File: src/rtl/fetch_stage.sv
// rtl/fetch_stage.sv - MIPS instruction-fetch stage: PC register, next-PC select, IF/ID register
module fetch_stage #(
  parameter logic [31:0] RESET_PC = 32'h8000_0000,
  parameter logic [31:0] ILLOP_PC = 32'h8000_0004,
  parameter logic [31:0] XADR_PC  = 32'h8000_0008
) (
  input  logic        clk,
  input  logic        reset,
  input  logic        PCWrite,
  input  logic        IFFlush,
  input  logic [2:0]  pcsrc,
  input  logic        branch_taken,
  input  logic [31:0] branch_target,
  input  logic [31:0] jump_target,
  input  logic [31:0] jr_target,
  output logic [31:0] imem_addr,
  input  logic [31:0] imem_rdata,
  output logic [31:0] pc,
  output logic [31:0] IFID_instr,
  output logic [31:0] IFID_pcplus4,
  output logic        IFID_valid,
  output logic [15:0] stall_cycles
);

  logic [31:0] pcplus4;
  logic [31:0] next_pc;

  // The kernel bit never changes on sequential fetch; only the low 31 bits wrap.
  assign pcplus4   = {pc[31], pc[30:0] + 31'd4};
  // Memory address comes straight from the PC register, so it only moves on clock edges.
  assign imem_addr = pc;

  // Next-PC selection; unused encodings fall back to sequential fetch.
  always_comb begin
    next_pc = pcplus4;
    case (pcsrc)
      3'b001:  next_pc = branch_taken ? branch_target : pcplus4;
      3'b010:  next_pc = jump_target;
      3'b011:  next_pc = jr_target;
      3'b100:  next_pc = ILLOP_PC;
      3'b101:  next_pc = XADR_PC;
      default: next_pc = pcplus4;
    endcase
  end

  // PC, IF/ID register and stall counter; a flush wins over both load and hold of IF/ID.
  always_ff @(posedge clk) begin
    if (reset) begin
      pc           <= RESET_PC;
      IFID_instr   <= 32'd0;
      IFID_pcplus4 <= 32'd0;
      IFID_valid   <= 1'b0;
      stall_cycles <= 16'd0;
    end else begin
      if (PCWrite) begin
        pc <= next_pc;
      end

      if (IFFlush) begin
        IFID_instr   <= 32'd0;
        IFID_pcplus4 <= 32'd0;
        IFID_valid   <= 1'b0;
      end else if (PCWrite) begin
        IFID_instr   <= imem_rdata;
        IFID_pcplus4 <= pcplus4;
        IFID_valid   <= 1'b1;
      end

      if (!PCWrite && (stall_cycles != 16'hFFFF)) begin
        stall_cycles <= stall_cycles + 16'd1;
      end
    end
  end

endmodule

File: config.mk
export PLATFORM = sky130hd
export DESIGN_NAME = fetch_stage
export DESIGN_NICKNAME = d
export VERILOG_FILES = /design/src/rtl/fetch_stage.sv
export SDC_FILE = /design/constraint.sdc
export NUM_CORES = 1
export LEC_CHECK = 0
export CORE_ASPECT_RATIO = 1.75
export CORE_MARGIN = 4
export CORE_UTILIZATION = 38
export CTS_CLUSTER_DIAMETER = 100
export DETAILED_ROUTE_END_ITERATION = 10
export PLACE_DENSITY = 0.77
export SLEW_MARGIN = 0
export SYNTH_ARGS = -nofsm -noshare
export SYNTH_HDL_FRONTEND = slang
export SYNTH_SLANG_ARGS = --single-unit
File: constraint.sdc
create_clock -name clk -period 2.4 [get_ports clk]
set_clock_uncertainty 0.1 [all_clocks]
set_input_delay 0.6 -clock clk [delete_from_list [all_inputs] [get_ports clk]]
set_output_delay 0.6 -clock clk [all_outputs]
set_load 0.01 [all_outputs]
Word level (Yosys, flattened, before mapping)
Index checks and enable logic that the tools add are counted.
{"block": "classes", "eq_ne": 7, "n_addsub": 2, "mux": 2, "reduce_logical": 5}
{"op": "case mux 32 bit (5 select lines)", "n": 1}
{"op": "2-to-1 mux 32 bit", "n": 1}
{"op": "adder 31 x 3 -> 31 bit, second input constant", "n": 1}
{"op": "adder 16 x 1 -> 16 bit, second input constant", "n": 1}
{"op": "inequality test 16 bit, second input constant", "n": 1}
{"op": "equality test 3 x 2 -> 1 bit, second input constant", "n": 2}
{"op": "equality test 3 bit, second input constant", "n": 2}
{"op": "nonzero test 5 bit", "n": 1}
{"op": "equality test 3 x 1 -> 1 bit, second input constant", "n": 1}
{"op": "AND reduction 3 bit", "n": 1}
{"op": "inequality test 2 bit, second input constant", "n": 1}
{"op": "OR reduction 2 bit", "n": 1}
{"op": "logical AND 1 bit", "n": 1}
{"op": "logical NOT 1 bit", "n": 1}
{"block": "word_totals", "word_cells": 22, "input_bits": 136, "reg_bits": 113, "out_inout_bits": 145}

Longest topological paths before layout
Gate-level depths: netlist of the first run.
{"block": "depth", "depth_word": 3, "ltp_mapped": 8, "ltp_nobuf": 7}

Least setup slack after synthesis of the first run
Ideal clock, no wire load.
{"block": "synth_path", "path_kind": "input to register", "from": "input port pcsrc[1]", "to": "register pc[24], in the netlist imem_addr[24]", "setup_ps": 79, "setup_slack_ps": 71, "cell_stages": 6, "path_buffers": 1, "t_required_ps": 2221, "t_arrival_ps": 2150, "path_cell_list": "or3b_1 > buf_6 > mux2_4 > or3_1 > or3_1 > o211ai_1"}
{"block": "synth_via", "elab_chain_cells": 2, "word_cells_on_any_way": 6, "cone_classes": "eq/ne: 5; mux: 1"}
{"item": "start, declared", "line": "11", "rtl": "input logic [2:0] pcsrc,"}
{"item": "equality test 3 bit (tied with other cells)", "line": "36", "rtl": "case (pcsrc)"}
{"item": "case mux 32 bit (5 select lines) *", "line": "36"}
{"item": "end signal, assigned", "line": "56", "rtl": "pc <= next_pc;"}
{"item": "end, declared", "line": "18", "rtl": "output logic [31:0] pc,"}
Every way passes the cells marked *; elsewhere a longest branch is shown, timed or not.
A chain may end at the register's enable or synchronous reset.

Worst setup path after layout of the first run
{"block": "layout_path", "from": "register pc[28], in the netlist imem_addr[28]", "to": "output port pc[28]"}
No word-level cell between the ends.

==> results.cfg, run 1 <==
[final_layout]
postLayoutCellArea_um2 = 10010
area_growth_pct = 59.82
drive_above_1_share_pct = 11.70
final_cell_mix = clkdlybuf4s50_1, dfxtp_1, nor2_1
antenna_cells = 0
fin_nets = 1178
instances_no_fill = 1240
final_common_cell = clkdlybuf4s50_1

[detailed_routing]
drtAntennaViolNets = 0
wl_mm = 22.80
first_pass_iters = 5
drtIter0Drc = 338
vias = 6636
via_per_inst = 5.352
post_drt_wl_per_cell_um = 18.39
drc = 0

[placement]
pre_cts_ws_ps = -377.0
port_buffers = 280
gp_congestion = 0.9256
dp.cells = 1209
placed_area_um2 = 9404
dp_hpwl_mm = 17.76

[sta]
final.setup.worst_slack_ps = 51.14
slew_viol_final = 0
max_slew.worst_pin.slew_ps = 610.5
fmax_ghz = 0.4257
relSlewSlack_pct = 58.93
period_share_pct = 97.87
finalSetupViolations = 0
tns_ps = 0
finalCriticalPeriod_ps = 2349
report.final.hold_viol_count = 0

[critical_path]
crit_chain = clkdlybuf4s50_1
worstPathMaxFanout = 9
setup.worst_path.start_class = flip-flop
critPathCaptureType = primary output
critPathSlowestCell = clkdlybuf4s50_1
critPathKind = reg -> out
worst-path-buf-inv = 1
arrival_ps = 1650
cpPeakStageDelay_ps = 670
crit_required_ps = 1700
critPathTopFamily = buffers and inverters

[grt]
grt_pass1_wl_mm = 34.86
grt_max_degree = 119
grt_antenna_before_repair = 0
gr-usage-all-layers_pct = 23.62
met2_usage_pct = 43.35
grt_pass1_vias = 6544
grt_overflow = 0
met1_usage_pct = 25.29
met3_usage_pct = 6.116
top_usage_layer = met2

[power]
power.total_mw = 5.527
ir_drop_uv = 482.9
power_density_nw_per_um2 = 552.3
p_leak_nw = 3.838

[worst_hold_path]
hp-class = reg -> reg

[run_status]
run_status = completed

[floorplanning]
rows = 61
die_w_um = 105.0
ioPinCount = 281
initial_core_util_pct = 39.07
die_area_um2 = 18680
fp.dieH_um = 177.8
coreArea_um2 = 16030

[cts]
clkSlewWorstSetupHoldPaths_ps = 50
cts-htree-levels = 4
clk_latency_ps = 410
numCtsBuffers = 17
clockBufferDepth = 2
cts_sinks = 113
cts-root-buf = clkbuf_16
postCtsSetupBuffers = 0
cts_tree = built

[synthesis]
synth_edf_count = 0
syn_inst = 755
ys_types = 67
ys_ff_latch = 113
yosys.area.top_type = dfxtp_1
yosys_most_used_dff = dfxtp_1
yosys_warnings = 0
ys_seq_area_share_pct = 36.12
synth_area_um2 = 6262
syn_area_per_cell_um2 = 8.294
synth.area.top_cells = dfxtp_1, mux2i_1, nor2_1
syn_nets = 894
async_flop_share_pct = 0
synth_top_area_share_pct = 36.12

[flow_run]
cap_violations = 0
[cell usage after synthesis, types with 11 or more instances]
cell,n
nor4_1,12
nand3_1,17
nand4_1,17
nand2_1,57
clkbuf_1,40
inv_1,12
mux2i_1,75
dfxtp_1,113
xnor2_1,17
buf_4,35
xor2_1,22
nor2_1,96
o21ai_0,57
nor3_1,11
a21oi_1,43
[path summary, 6_finish.rpt]
kind	from	endpoint	slack, ps	cells past startpoint
worst max-delay path	imem_addr[28]	pc[28]	50	1
worst min-delay path	IFID_valid	IFID_valid	370	2
worst max register to register	imem_addr[4]	imem_addr[18]	170	6
worst min register to register	IFID_valid	IFID_valid	370	2
[cells by family (layout without fill, tap and decap cells)]
group / count (synthesis) / after routing / synth area share [%]
mux: 77 / 77 / 12.59
flops: 113 / 113 / 36.12
simple gates: 263 / 263 / 20.92
fa+ha+maj: 3 / 3 / 0.5995
compound gates: 162 / 162 / 16.12
buf+inv: 98 / 394 / 8.192
xor+xnor: 39 / 39 / 5.454
[registers in the layout, summed over array words and instances (netlist names)]
register and cells:
IFID_instr 32, IFID_pcplus4 32, imem_addr 32, stall_cycles 16, IFID_valid 1
[where the power goes]
group / internal (mW) / switching (mW)
clock network: 1.55 / 0.941
registers: 1.95 / 0.0626
logic: 0.586 / 0.446
total: 4.08 / 1.45
[per-stage QoR]
stage	utilization (%)	hold WS, ps
floorplan	-	389.6
global placement	58.67	348.3
detailed placement	58.67	358.4
CTS	62.26	371.2
global route	62.44	397.2
finish	62.44	369.3
[area by class of cell]
class	count	area [um^2]
Fill cell	1391	6020
Multi-Input combinational cell	544	3513
Timing Repair Buffer	351	3376
Sequential cell	113	2262
Clock buffer	18	439.2
Tap cell	189	236.5
Clock inverter	13	136.4
Inverter	12	45.04
[per-layer routing]
layer	share of wire [%]	routed length, um
met3	6.6	1495
met4	3.6	814
met2	53	12070
met1	37	8420
met5	0	0
[what timing repair did]
item	4_1_cts	5_1_grt
endpoints found under the setup margin	0	5
hold buffers	0	0
gates resized for setup	0	5
No activity file was read; power rests on OpenSTA's default activity.
==> run 2: changes to the inputs <==
--- a/config.mk
+++ b/config.mk
@@ -7,10 +7,10 @@
 export LEC_CHECK = 0
 export CORE_ASPECT_RATIO = 1.75
 export CORE_MARGIN = 4
-export CORE_UTILIZATION = 38
+export CORE_UTILIZATION = 43
 export CTS_CLUSTER_DIAMETER = 100
 export DETAILED_ROUTE_END_ITERATION = 10
-export PLACE_DENSITY = 0.77
+export PLACE_DENSITY = 0.82
 export SLEW_MARGIN = 0
 export SYNTH_ARGS = -nofsm -noshare
 export SYNTH_HDL_FRONTEND = slang
==> constraint.sdc (replaced) <==
create_clock -name clk -period 2.7 [get_ports clk]
set_clock_uncertainty 0.1 [all_clocks]
set_input_delay 0.675 -clock clk [delete_from_list [all_inputs] [get_ports clk]]
set_output_delay 0.675 -clock clk [all_outputs]
set_load 0.01 [all_outputs]
==> results.cfg, run 2 (synthesis results as in run 1) <==
[critical_path]
critPathKind = in -> reg
setup.worst_path.start_class = primary input
arrival_ps = 2720
crit_required_ps = 2930
critPathCaptureType = flip-flop
timing.rr.end = imem_addr[11]
worstPathMaxFanout = 6
r2r_setup_slack_ps = 390
r2r-start = imem_addr[5]
reg2reg_depth = 6

[floorplanning]
ioPinCount = 281
coreArea_um2 = 14370
rows = 58
die_area_um2 = 16630
fp.dieH_um = 167.6
initial_core_util_pct = 43.58
die_w_um = 99.23

[power]
p_leak_nw = 3.728
power_density_nw_per_um2 = 499.5
ir_drop_uv = 431.3

[grt]
grt_pass1_vias = 6541
grt_pass1_wl_mm = 34.67
grt_antenna_before_repair = 0
grt_overflow = 0
grt_max_degree = 90
gr-usage-all-layers_pct = 26.12

[final_layout]
instances_no_fill = 1212
final_cell_mix = clkdlybuf4s50_1, dfxtp_1, nor2_1
antenna_cells = 0
final_common_cell = clkdlybuf4s50_1
area_growth_pct = 56.64
drive_above_1_share_pct = 9.496
postLayoutCellArea_um2 = 9809
fin_nets = 1159

[cts]
cts-root-buf = clkbuf_16
clkSlewWorstSetupHoldPaths_ps = 50
postCtsSetupBuffers = 0
ctsHoldBuffers = 0
cts_sinks = 113
clockBufferDepth = 2
clk_latency_ps = 410
numCtsBuffers = 17
cts-htree-levels = 4
cts_tree = built
post_cts_resized = 0

[sta]
max_slew.worst_pin.slew_ps = 859.3
fmax_ghz = 0.4014
period_share_pct = 92.26
finalCriticalPeriod_ps = 2491
finalSetupViolations = 0
report.final.hold_viol_count = 0
relSlewSlack_pct = 42.72
rsz0062_at_grt = false
final.setup.worst_slack_ps = 208.9
slew_viol_final = 0

[worst_hold_path]
min_path_cells = 2
hold_path.startpoint = IFID_pcplus4[30]
hp-class = reg -> reg
min_to = IFID_pcplus4[30]

[detailed_routing]
via_per_inst = 5.469
vias = 6628
drc = 0
wl_mm = 22.11
drtIter0Drc = 472
drtAntennaViolNets = 0
first_pass_iters = 5
post_drt_wl_per_cell_um = 18.24

[placement]
pre_cts_ws_ps = -197.1
gp_congestion = 0.9204
port_buffers = 280
dp.cells = 1181
dp_hpwl_mm = 16.44
placed_area_um2 = 9238

[flow_run]
cap_violations = 0

[run_status]
run_status = completed
## run 2: cell types whose count changed in the layout (fill, tap and decap cells not counted), sizes merged
cell           delta
buf              -19
clkbuf            +3
clkdlybuf4s50     +1
clkinvlp          -1
dlymetal6s2s      -1
inv               -2
## run 2: how the worst max path moves through the flow
| stage | slack [ps] | depth (start not counted) | from | end |
|---|---|---|---|---|
| floorplan | 300 | 6 | pcsrc[1] | imem_addr[24] |
| global placement | -140 | 6 | pcsrc[1] | imem_addr[24] |
| detailed placement | -200 | 6 | pcsrc[1] | imem_addr[24] |
| CTS | 230 | 6 | pcsrc[1] | imem_addr[24] |
| global route | 40 | 10 | pcsrc[1] | imem_addr[14] |
| finish | 210 | 8 | pcsrc[1] | imem_addr[14] |
## run 2: layout make-up
type	instances	area, um^2
Clock inverter	10	111.4
Multi-Input combinational cell	544	3487
Clock buffer	21	460.4
Inverter	12	45.04
Tap cell	180	225.2
Timing Repair Buffer	332	3218
Sequential cell	113	2262
Fill cell	1142	4559
## run 2: through the flow
| stage | hold slack (ps) | utilization, % | total power [mW] | TNS, ps |
|---|---|---|---|---|
| final | 385.1 | 68.27 | 4.900 | 0 |
| after global routing | 427.0 | 68.27 | 5.079 | 0 |
| after CTS | 389.0 | 68.27 | 4.924 | 0 |
| after detailed placement | 380.4 | 64.29 | 2.709 | -2192 |
| after global placement | 349.1 | 64.29 | 2.696 | -807.2 |
| after floorplan | 389.6 | - | 2.216 | 0 |
## run 2: worst max-delay path, cell delays in order
cell             delay, ps
clkdlybuf4s50_1        470
or3b_1                 450
mux2_4                 360
buf_4                  150
nor3_1                 220
buf_4                  170
nand2_1                 50
o211ai_1               180
## run 2: power by group
group          switching (mW)  internal (mW)
Combinational           0.384          0.503
Clock                   0.825           1.40
Sequential             0.0630           1.73
Total                    1.27           3.63
## run 2: metal layers
layer  vias up  part of all wire [%]  GRT usage [%]
met4         0                   3.4          11.89
met5         -                     0              0
met1      3080                    37          29.49
met2       284                    53          46.55
met3        62                   6.4          5.127
li1       3202                     -              -
